### config.mk
export PLATFORM = sky130hd
export DESIGN_NAME = axi_depacketizer
export DESIGN_NICKNAME = d
export VERILOG_FILES = /design/src/rtl/daq_pkt_pkg.sv /design/src/rtl/pkt_byte_assembler.sv /design/src/rtl/axi_depacketizer.sv
export SDC_FILE = /design/constraint.sdc
export NUM_CORES = 1
export LEC_CHECK = 0
export CAP_MARGIN = 20
export CORE_MARGIN = 2
export CORE_UTILIZATION = 25
export CTS_BUF_LIST = sky130_fd_sc_hd__clkbuf_8
export DETAILED_ROUTE_END_ITERATION = 7
export GPL_TIMING_DRIVEN = 0
export PLACE_DENSITY = 0.5
export SETUP_SLACK_MARGIN = 0.05
export SKIP_CTS_REPAIR_TIMING = 1
export SLEW_MARGIN = 25
export SYNTH_ARGS = -nofsm -noshare
export SYNTH_HDL_FRONTEND = slang
export SYNTH_SLANG_ARGS = --single-unit
### constraint.sdc
create_clock -name clk -period 13.9 [get_ports clk]
set_clock_uncertainty 0.1 [all_clocks]
set_input_delay 2.78 -clock clk [delete_from_list [all_inputs] [get_ports clk]]
set_output_delay 2.78 -clock clk [all_outputs]
set_load 0.005 [all_outputs]
### src/rtl/daq_pkt_pkg.sv
// Shared definitions for the DAQ byte-packet link (packetizer and depacketizer).
package daq_pkt_pkg;
   localparam logic [31:0] HDR_SIG  = 32'h30415144;
   localparam logic [7:0]  END_BYTE = 8'h00;

   // Bit positions inside pkt_status
   localparam int STAT_HDR_ERR = 0;
   localparam int STAT_END_ERR = 1;
   localparam int STAT_LEN_ERR = 2;

   typedef enum logic [3:0] {
      ST_HUNT,
      ST_HDR,
      ST_TS,
      ST_CHN,
      ST_CNT,
      ST_PAY,
      ST_ERR,
      ST_END,
      ST_DROP
   } rx_state_e;
endpackage

### src/rtl/pkt_byte_assembler.sv
// Packs payload bytes LSB first into a sample word and holds it in a single
// valid/ready output register.
module pkt_byte_assembler #(
   parameter int DATA_W = 32,
   parameter int USER_W = 8
) (
   input  logic              clk,
   input  logic              rst,
   input  logic              in_vld,       // payload byte accepted this cycle
   input  logic [7:0]        in_data,
   input  logic [USER_W-1:0] in_user,
   input  logic              in_word_last, // word completed by this byte ends the packet
   input  logic              flush,        // packet cut short: drop partial, mark pending word last
   output logic              in_rdy,       // output register can take a word this cycle
   output logic              last_byte,    // next byte completes a word
   output logic [DATA_W-1:0] m_tdata,
   output logic [USER_W-1:0] m_tuser,
   output logic              m_tvalid,
   input  logic              m_tready,
   output logic              m_tlast
);
   logic [1:0]        idx_q, idx_d;
   logic [DATA_W-9:0] sh_q,  sh_d;
   logic [DATA_W-1:0] dat_q, dat_d;
   logic [USER_W-1:0] usr_q, usr_d;
   logic              lst_q, lst_d;
   logic              vld_q, vld_d;

   assign in_rdy    = !vld_q || m_tready;
   assign last_byte = (idx_q == 2'd3);
   assign m_tdata   = dat_q;
   assign m_tuser   = usr_q;
   assign m_tvalid  = vld_q;
   assign m_tlast   = lst_q;

   // Byte packing, output load/drain, and tlast forcing on a stalled word
   always_comb begin
      idx_d = idx_q;
      sh_d  = sh_q;
      dat_d = dat_q;
      usr_d = usr_q;
      lst_d = lst_q;
      vld_d = vld_q;
      if (vld_q && m_tready) vld_d = 1'b0;
      if (flush) begin
         idx_d = 2'd0;
         // A word still waiting downstream becomes the packet's final beat.
         if (vld_q && !m_tready) lst_d = 1'b1;
      end else if (in_vld) begin
         if (idx_q == 2'd3) begin
            dat_d = {in_data, sh_q};
            usr_d = in_user;
            lst_d = in_word_last;
            vld_d = 1'b1;
            idx_d = 2'd0;
         end else begin
            sh_d[8*idx_q +: 8] = in_data;
            idx_d = idx_q + 2'd1;
         end
      end
   end

   // State registers
   always_ff @(posedge clk or posedge rst) begin
      if (rst) begin
         idx_q <= '0;
         sh_q  <= '0;
         dat_q <= '0;
         usr_q <= '0;
         lst_q <= 1'b0;
         vld_q <= 1'b0;
      end else begin
         idx_q <= idx_d;
         sh_q  <= sh_d;
         dat_q <= dat_d;
         usr_q <= usr_d;
         lst_q <= lst_d;
         vld_q <= vld_d;
      end
   end
endmodule

### src/rtl/axi_depacketizer.sv
// Receive-side DAQ packet parser: byte stream in, 32-bit samples plus
// per-packet header fields and status out.
module axi_depacketizer
   import daq_pkt_pkg::*;
#(
   parameter int DATA_W = 32,
   parameter int USER_W = 8
) (
   input  logic              clk,
   input  logic              rst,
   input  logic [7:0]        s_axi_tdata,
   input  logic              s_axi_tvalid,
   output logic              s_axi_tready,
   input  logic              s_axi_tlast,
   output logic [DATA_W-1:0] m_axi_tdata,
   output logic [USER_W-1:0] m_axi_tuser,
   output logic              m_axi_tvalid,
   input  logic              m_axi_tready,
   output logic              m_axi_tlast,
   output logic [31:0]       pkt_timestamp,
   output logic [7:0]        pkt_channel,
   output logic [7:0]        pkt_count,
   output logic [15:0]       pkt_error_flags,
   output logic              pkt_done,
   output logic [2:0]        pkt_status
);
   rx_state_e   state_q, state_d;
   logic [1:0]  idx_q,   idx_d;
   logic [31:0] ts_sh_q, ts_sh_d;
   logic [7:0]  chn_sh_q, chn_sh_d;
   logic [15:0] err_sh_q, err_sh_d;
   logic [8:0]  smp_q,   smp_d;
   logic        lost_q,  lost_d;   // inside a lost-sync episode
   logic        run_q;             // holds tready low until out of reset
   logic [31:0] ts_q,    ts_d;
   logic [7:0]  chn_q,   chn_d;
   logic [7:0]  cnt_q,   cnt_d;
   logic [15:0] ef_q,    ef_d;
   logic        done_q,  done_d;
   logic [2:0]  stat_q,  stat_d;

   logic        acc, asm_vld, asm_last, asm_flush, asm_rdy, asm_idx3;
   logic [8:0]  total;

   assign total = {cnt_q == 8'd0, cnt_q};
   // In PAY only the word-completing byte needs room downstream; bytes 0..2
   // just go into the packer, so they never wait on m_tready.
   assign s_axi_tready = run_q && (state_q != ST_PAY || asm_rdy || !asm_idx3);
   assign acc          = s_axi_tvalid && s_axi_tready;

   assign pkt_timestamp   = ts_q;
   assign pkt_channel     = chn_q;
   assign pkt_count       = cnt_q;
   assign pkt_error_flags = ef_q;
   assign pkt_done        = done_q;
   assign pkt_status      = stat_q;

   pkt_byte_assembler #(.DATA_W(DATA_W), .USER_W(USER_W)) u_asm (
      .clk          (clk),
      .rst          (rst),
      .in_vld       (asm_vld),
      .in_data      (s_axi_tdata),
      .in_user      ({{(USER_W-4){1'b0}}, chn_q[3:0]}),
      .in_word_last (asm_last),
      .flush        (asm_flush),
      .in_rdy       (asm_rdy),
      .last_byte    (asm_idx3),
      .m_tdata      (m_axi_tdata),
      .m_tuser      (m_axi_tuser),
      .m_tvalid     (m_axi_tvalid),
      .m_tready     (m_axi_tready),
      .m_tlast      (m_axi_tlast)
   );

   // Parser FSM: next state, field capture and status generation
   always_comb begin
      state_d   = state_q;
      idx_d     = idx_q;
      ts_sh_d   = ts_sh_q;
      chn_sh_d  = chn_sh_q;
      err_sh_d  = err_sh_q;
      smp_d     = smp_q;
      lost_d    = lost_q;
      ts_d      = ts_q;
      chn_d     = chn_q;
      cnt_d     = cnt_q;
      ef_d      = ef_q;
      done_d    = 1'b0;
      stat_d    = stat_q;
      asm_vld   = 1'b0;
      asm_last  = 1'b0;
      asm_flush = 1'b0;
      if (acc) begin
         if (s_axi_tlast && state_q != ST_HUNT && state_q != ST_END && state_q != ST_DROP) begin
            // Packet ended early
            done_d               = 1'b1;
            stat_d               = '0;
            stat_d[STAT_LEN_ERR] = 1'b1;
            state_d              = ST_HUNT;
            idx_d                = 2'd0;
            asm_flush            = (state_q == ST_PAY);
         end else begin
            case (state_q)
               ST_HUNT: begin
                  if (!s_axi_tlast && s_axi_tdata == HDR_SIG[7:0]) begin
                     state_d = ST_HDR;
                     idx_d   = 2'd1;
                  end
               end
               ST_HDR: begin
                  if (s_axi_tdata == HDR_SIG[8*idx_q +: 8]) begin
                     idx_d = idx_q + 2'd1;
                     if (idx_q == 2'd3) begin
                        state_d = ST_TS;
                        lost_d  = 1'b0;
                     end
                  end else begin
                     if (!lost_q) begin
                        done_d               = 1'b1;
                        stat_d               = '0;
                        stat_d[STAT_HDR_ERR] = 1'b1;
                     end
                     lost_d = 1'b1;
                     // The offending byte may itself start a new header.
                     if (s_axi_tdata == HDR_SIG[7:0]) begin
                        idx_d = 2'd1;
                     end else begin
                        state_d = ST_HUNT;
                        idx_d   = 2'd0;
                     end
                  end
               end
               ST_TS: begin
                  ts_sh_d[8*idx_q +: 8] = s_axi_tdata;
                  idx_d                 = idx_q + 2'd1;
                  if (idx_q == 2'd3) state_d = ST_CHN;
               end
               ST_CHN: begin
                  chn_sh_d = s_axi_tdata;
                  state_d  = ST_CNT;
               end
               ST_CNT: begin
                  ts_d    = ts_sh_q;
                  chn_d   = chn_sh_q;
                  cnt_d   = s_axi_tdata;
                  smp_d   = 9'd0;
                  state_d = ST_PAY;
               end
               ST_PAY: begin
                  asm_vld = 1'b1;
                  if (asm_idx3) begin
                     smp_d    = smp_q + 9'd1;
                     asm_last = (smp_q + 9'd1 == total);
                     if (asm_last) begin
                        state_d = ST_ERR;
                        idx_d   = 2'd0;
                     end
                  end
               end
               ST_ERR: begin
                  if (idx_q == 2'd0) err_sh_d[7:0]  = s_axi_tdata;
                  if (idx_q == 2'd1) err_sh_d[15:8] = s_axi_tdata;
                  idx_d = idx_q + 2'd1;
                  if (idx_q == 2'd3) state_d = ST_END;
               end
               ST_END: begin
                  ef_d = err_sh_q;
                  if (s_axi_tlast) begin
                     done_d               = 1'b1;
                     stat_d               = '0;
                     stat_d[STAT_END_ERR] = (s_axi_tdata != END_BYTE);
                     state_d              = ST_HUNT;
                  end else begin
                     stat_d               = '0;
                     stat_d[STAT_LEN_ERR] = 1'b1;
                     state_d              = ST_DROP;
                  end
               end
               ST_DROP: begin
                  if (s_axi_tlast) begin
                     done_d               = 1'b1;
                     stat_d               = '0;
                     stat_d[STAT_LEN_ERR] = 1'b1;
                     state_d              = ST_HUNT;
                  end
               end
               default: state_d = ST_HUNT;
            endcase
         end
      end
   end

   // State and output registers
   always_ff @(posedge clk or posedge rst) begin
      if (rst) begin
         state_q  <= ST_HUNT;
         idx_q    <= '0;
         ts_sh_q  <= '0;
         chn_sh_q <= '0;
         err_sh_q <= '0;
         smp_q    <= '0;
         lost_q   <= 1'b0;
         run_q    <= 1'b0;
         ts_q     <= '0;
         chn_q    <= '0;
         cnt_q    <= '0;
         ef_q     <= '0;
         done_q   <= 1'b0;
         stat_q   <= '0;
      end else begin
         state_q  <= state_d;
         idx_q    <= idx_d;
         ts_sh_q  <= ts_sh_d;
         chn_sh_q <= chn_sh_d;
         err_sh_q <= err_sh_d;
         smp_q    <= smp_d;
         lost_q   <= lost_d;
         run_q    <= 1'b1;
         ts_q     <= ts_d;
         chn_q    <= chn_d;
         cnt_q    <= cnt_d;
         ef_q     <= ef_d;
         done_q   <= done_d;
         stat_q   <= stat_d;
      end
   end
endmodule

Word level (Yosys, flattened, before mapping)
Cells that the tools add are included.

Register bits after elaboration: 205. Input port bits: 13. Output and inout port bits: 111. Logic and storage cells: 161.

$add $sub $neg: 5. Eq/ne operators: 30. Shift-type cells: 5. Muxes and demuxes: 56. Bitwise operators: 3. Reduce and logical (&&, ||, !) cells: 41.

Operator list (count): 5-bit negation with 34-bit output (2); 4-bit 2-to-1 mux (11); 4-bit one-hot mux with 9 select lines (1); 8-bit by 34-bit variable shift with 24-bit output, first input constant (1); 8-bit by 34-bit variable shift with 32-bit output, first input constant (1); 8-bit by 34-bit indexed part select with 24-bit output (1); 8-bit by 34-bit indexed part select with 32-bit output (1); 32-bit bitwise mux (1); 32-bit by 6-bit indexed part select with 8-bit output, first input constant (1); 24-bit bitwise mux (1); 1-bit 2-to-1 mux (24); 3-bit != test, second input constant (7); 3-bit AND reduction (7); 9-bit one-hot mux with 2 select lines (1); 4-bit by 3-bit == test with 1-bit output, second input constant (4); 2-bit 2-to-1 mux (8); 4-bit AND reduction (4); 3-bit 2-to-1 mux (5); 4-bit != test, second input constant (3); 5-bit AND reduction (2); 9-bit by 1-bit adder with 9-bit output, second input constant (1); 9-bit == test (1); 9-bit 2-to-1 mux (1); 3-bit one-hot mux with 3 select lines (1); 27 further kinds (50).

Longest topological paths before layout
Depth in word-level cells: 10. Mapped depth: 10. Mapped depth without buffers: 10.

By module
Synthesis repeated with hierarchy kept, for this count alone.

Cells, all modules: 715. Area total of the unflattened synthesis: 8966.1 um^2.

By module, submodules not included: axi_depacketizer (times used 1, cells an instance 547, area each 6307.3 um^2, sequential area each 3528.4 um^2); pkt_byte_assembler (times used 1, cells an instance 168, area each 2658.8 um^2, sequential area each 1701.6 um^2).

Worst setup path before layout
OpenSTA, ideal clock, no wires.

Path type: input to output. Start: input m_axi_tready. End: output s_axi_tready. Arrival: 3.125 ns. Required time: 11.020 ns. Path slack: 7.895 ns. Stages: 3. Buffers on the path: 0. Cells stage by stage: nand3b_1 -> nor2_1 -> nor2b_1.

Word-level cells in the longest chain between the ends: 4.

RTL lines: start, declared (RTL line axi_depacketizer.sv:18) `input logic m_axi_tready,`; 1-bit logical OR (RTL line pkt_byte_assembler.sv:29) `assign in_rdy = !vld_q || m_tready;`; 1-bit logical OR (2 in a row) (RTL line axi_depacketizer.sv:48) `assign s_axi_tready = run_q && (state_q != ST_PAY || asm_rdy || !asm_idx3);`; 1-bit logical AND (RTL line axi_depacketizer.sv:48); end, declared (RTL line axi_depacketizer.sv:13) `output logic s_axi_tready,`.

Every way passes these cells.

Worst setup path in the final report
Same ends and word-level chain as after synthesis.

==> summary.txt <==
Timing
  – Final Max Slew Viols: 0
  – Hold violation total from the final report: 0
  – Tcrit/Tclk final: 51.3%
  – Final setup vio count: 0
  – RSZ-0062 raised after global routing: false
  – Worst slew pin tran: about 1.0 ns
  – Final WS setup: a little under 7 ns
  – Relative slew slack: a little under a third
  – Fin crit period: approximately 7.1 ns
  – F_max: between 0.1 and 0.15 GHz
  – Hold_ws: 0.371 ns
  – Setup TNS: 0 ns

Clock tree
  – Clock Path Buffers: 3
  – CTS H-tree lvls: 2
  – TritonCTS Buffers: 38
  – CTS tree: yes
  – Clock Latency Late Sink: 0.53 ns
  – Clk sinks: 205
  – Reg clk slew, reported paths: 0.06 ns
  – CTS root buffer: clkbuf_8

Yosys
  – FF+latch count, synth: between 200 and 250
  – Ys flop type: dfrtp_1
  – Top cells by area, synth: dfrtp_1, mux2_2, nand2_1
  – Post-synth EDFFs: 0
  – Share of the synthesized area in the top cell type: between 50% and 60%
  – Yosys warns: 0
  – Post-Syn Area: about 0.0089 sq mm
  – Synth unique cells: 54
  – Largest area contributor in the netlist: dfrtp_1
  – Mapped Cells: approximately 840
  – Synth async-reset ratio: 100%
  – Register area share after synthesis: 57.7%
  – Syn Area/Cell: between 10 and 15 sq um

Global routing
  – All-Layer GR Usage: between 10% and 20%
  – Antenna violations before repair: 0
  – First-pass GRT wire length: around 40 mm
  – Largest net degree at the start of global routing: 81
  – Vias in the first global route: just under 7000
  – Total gr overflow: 0

Setup path
  – Reg2Reg Depth: 8
  – Worst setup startpoint: m_axi_tready
  – CP Capture Type: output pin
  – Reg2reg start: u_asm.idx_q[0]
  – Worst EP arrival: 4.25 ns
  – Worst Path Required: 11.02 ns
  – Worst Path Max Fanout: 3
  – Reg-to-reg endpoint: smp_q[4]
  – Crit Path Category: input pin to output pin
  – Startpoint Class: input pin
  – R2r setup slk: ~11 ns

Detailed routing
  – Wire per inst: between 15 and 20 um
  – Avg Vias per Cell: between 4 and 5
  – Met2 WL: 11.3 mm
  – Routed Antenna Nets: 0
  – Met1 Routed Length: 11.9 mm
  – Drt total wl: 25.0 mm
  – Vias: 6583
  – Routed length on met3: about 1.3 mm
  – Top Layer Used: met4
  – DRT Pass-1 Iters: 6
  – DRC violations left: 0
  – Initial drt markers: between 400 and 500

Floorplan
  – DIE HEIGHT: 193 um
  – Die footprint: 0.0371 sq mm
  – Core area: 0.0353 sq mm
  – Starting density of the core: between 20% and 30%
  – Rows: between 60 and 70
  – IO Pins: 124
  – Die Wd: 193 um

Pwr
  – Peak supply drop: 58.2 uV
  – Pwr Total: 0.00163 W
  – Comb pwr share: around 22%
  – P_int: 0.00112 W
  – Lkg Pwr: 5.26 nW
  – Sw frac: 31.1%
  – Pwr Density: 142 mW/mm^2
  – Reg power frac: 43.1%
  – NetSw: 0.000508 W
  – Clk pwr share: 35.3%

Hold path
  – Hold path startpoint: u_asm.sh_q[1]
  – Hold Path End: u_asm.m_tdata[1]
  – Hold path depth: 2
  – Min-Delay Path Class: flop to flop

Place
  – DP HPWL: 17.1 mm
  – I/O Buffers: 119
  – Routability Congestion: 0.873
  – Pre-CTS WS: 6.79 ns

Cells and area
  – # diodes: 0
  – Layout area overhead: 29.3%
  – Final nets: roughly 1000
  – Share of layout cells above drive strength 1: 16.6%

Job
  – Max-cap violations: 0

Outcome
  – Status: finished clean
## state kept, by name (all words and copies together), names as in the netlist, 9 cells and up
name	count
err_sh_q	16
pkt_error_flags	16
ts_sh_q	32
pkt_timestamp	32
u_asm.sh_q	24
smp_q	9
u_asm.m_tdata	32
## cells in the mapped netlist (2+ instances only)
master,number
o41ai_1,4
mux2i_1,2
a211oi_1,2
conb_1,2
xor2_1,4
clkbuf_1,31
a21oi_1,10
mux2_2,90
and3_1,5
nor2_1,24
xnor2_1,6
a31oi_1,2
dfrtp_1,205
nor2b_1,3
and2_1,3
a311oi_1,2
nand4_1,5
o211ai_1,3
nand4bb_1,2
o21bai_1,2
nand3_1,12
nand2b_1,6
buf_4,4
nand3b_1,4
nor4_1,5
o21ai_1,2
inv_1,10
o21ai_0,76
nor3_1,4
nand2_1,249
nor3b_1,5
or3_1,5
buf_2,10
o31ai_1,4
ha_1,16
## metrics by stage
step | instances | utilization, % | instance area (sq um)
after floorplan | 841 | - | 8900
after global placement | 1421 | 30.2 | 10700
after detailed placement | 1423 | 30.4 | 10700
after CTS | 1489 | 32.5 | 11500
after global routing | 1489 | 32.6 | 11500
final | 1489 | 32.6 | 11500
## final cells by class
| cell class | count | area (sq um) |
|---|---|---|
| Clock inverter | 20 | 119 |
| Sequential cell | 205 | 5130 |
| Timing Repair Buffer | 121 | 1250 |
| Tap cell | 461 | 577 |
| Buffer | 46 | 200 |
| Multi-Input combinational cell | 580 | 3550 |
| Inverter | 10 | 45.0 |
| Clock buffer | 46 | 633 |
| Fill cell | 3630 | 23800 |
## power by group through the flow
stage / sequential (W) / clock (W) / combinational [W]
5_1_grt: 0.000713 / 0.000629 / 0.000397
6_report: 0.000704 / 0.000576 / 0.000353
3_5_place_dp: 0.000714 / 0 / 0.000352
4_1_cts: 0.000704 / 0.000598 / 0.000355
2_1_floorplan: 0.000699 / 0 / 0.000219
3_3_place_gp: 0.000714 / 0 / 0.000349
## cells in the final DEF (no fill, tap or decap), drive strengths merged, types with 3 or more instances in the layout
| cell | netlist | final |
|---|---|---|
| a21oi | 10 | 10 |
| and2 | 3 | 3 |
| and3 | 6 | 6 |
| buf | 15 | 17 |
| clkbuf | 31 | 77 |
| clkdlybuf4s50 | 0 | 119 |
| clkinv | 0 | 4 |
| conb | 2 | 5 |
| dfrtp | 205 | 205 |
| ha | 16 | 16 |
| inv | 10 | 23 |
| mux2 | 90 | 90 |
| nand2 | 249 | 249 |
| nand2b | 6 | 6 |
| nand3 | 12 | 12 |
| nand3b | 4 | 4 |
| nand4 | 5 | 5 |
| nor2 | 24 | 24 |
| nor2b | 3 | 3 |
| nor3 | 4 | 4 |
| nor3b | 6 | 6 |
| nor4 | 6 | 6 |
| o211ai | 3 | 3 |
| o21ai | 78 | 78 |
| o31ai | 4 | 4 |
| o41ai | 4 | 4 |
| or3 | 6 | 6 |
| xnor2 | 6 | 6 |
| xor2 | 4 | 4 |
## worst max-delay path by stage
stage                      to
6_report         s_axi_tready
4_1_cts          s_axi_tready
5_1_grt          s_axi_tready
3_3_place_gp   pkt_channel[3]
3_5_place_dp     s_axi_tready
2_1_floorplan     chn_sh_q[0]
## critical path: stages
cell             delay [ns]
clkdlybuf4s50_1        0.47
nand3b_1               0.17
nor2_1                 0.10
nor2b_1                0.19
clkdlybuf4s50_1        0.54
## layer usage
| metal | vias to the layer above | global-route usage [%] |
|---|---|---|
| li1 | 3161 | - |
| met1 | 3206 | 19.5 |
| met2 | 173 | 21.4 |
| met3 | 43 | 2.62 |
| met4 | 0 | 4.76 |
| met5 | - | 0 |
## kinds of logic (layout without fill, tap and decap cells)
logic type                 count (synthesis)  after routing  share of synthesized area (%)
AOI/OAI and AO/OA                        115            115                           7.75
adders and majority gates                 16             16                           2.25
buffers and inverters                     56            243                           2.67
and+or+nand+nor                          341            341                           16.7
DFF                                      205            205                           57.7
muxes                                     92             92                           11.6
other                                      2              5                         0.0845
xor gates and xnor gates                  11             11                           1.25
(Power assumes the default switching activity.)
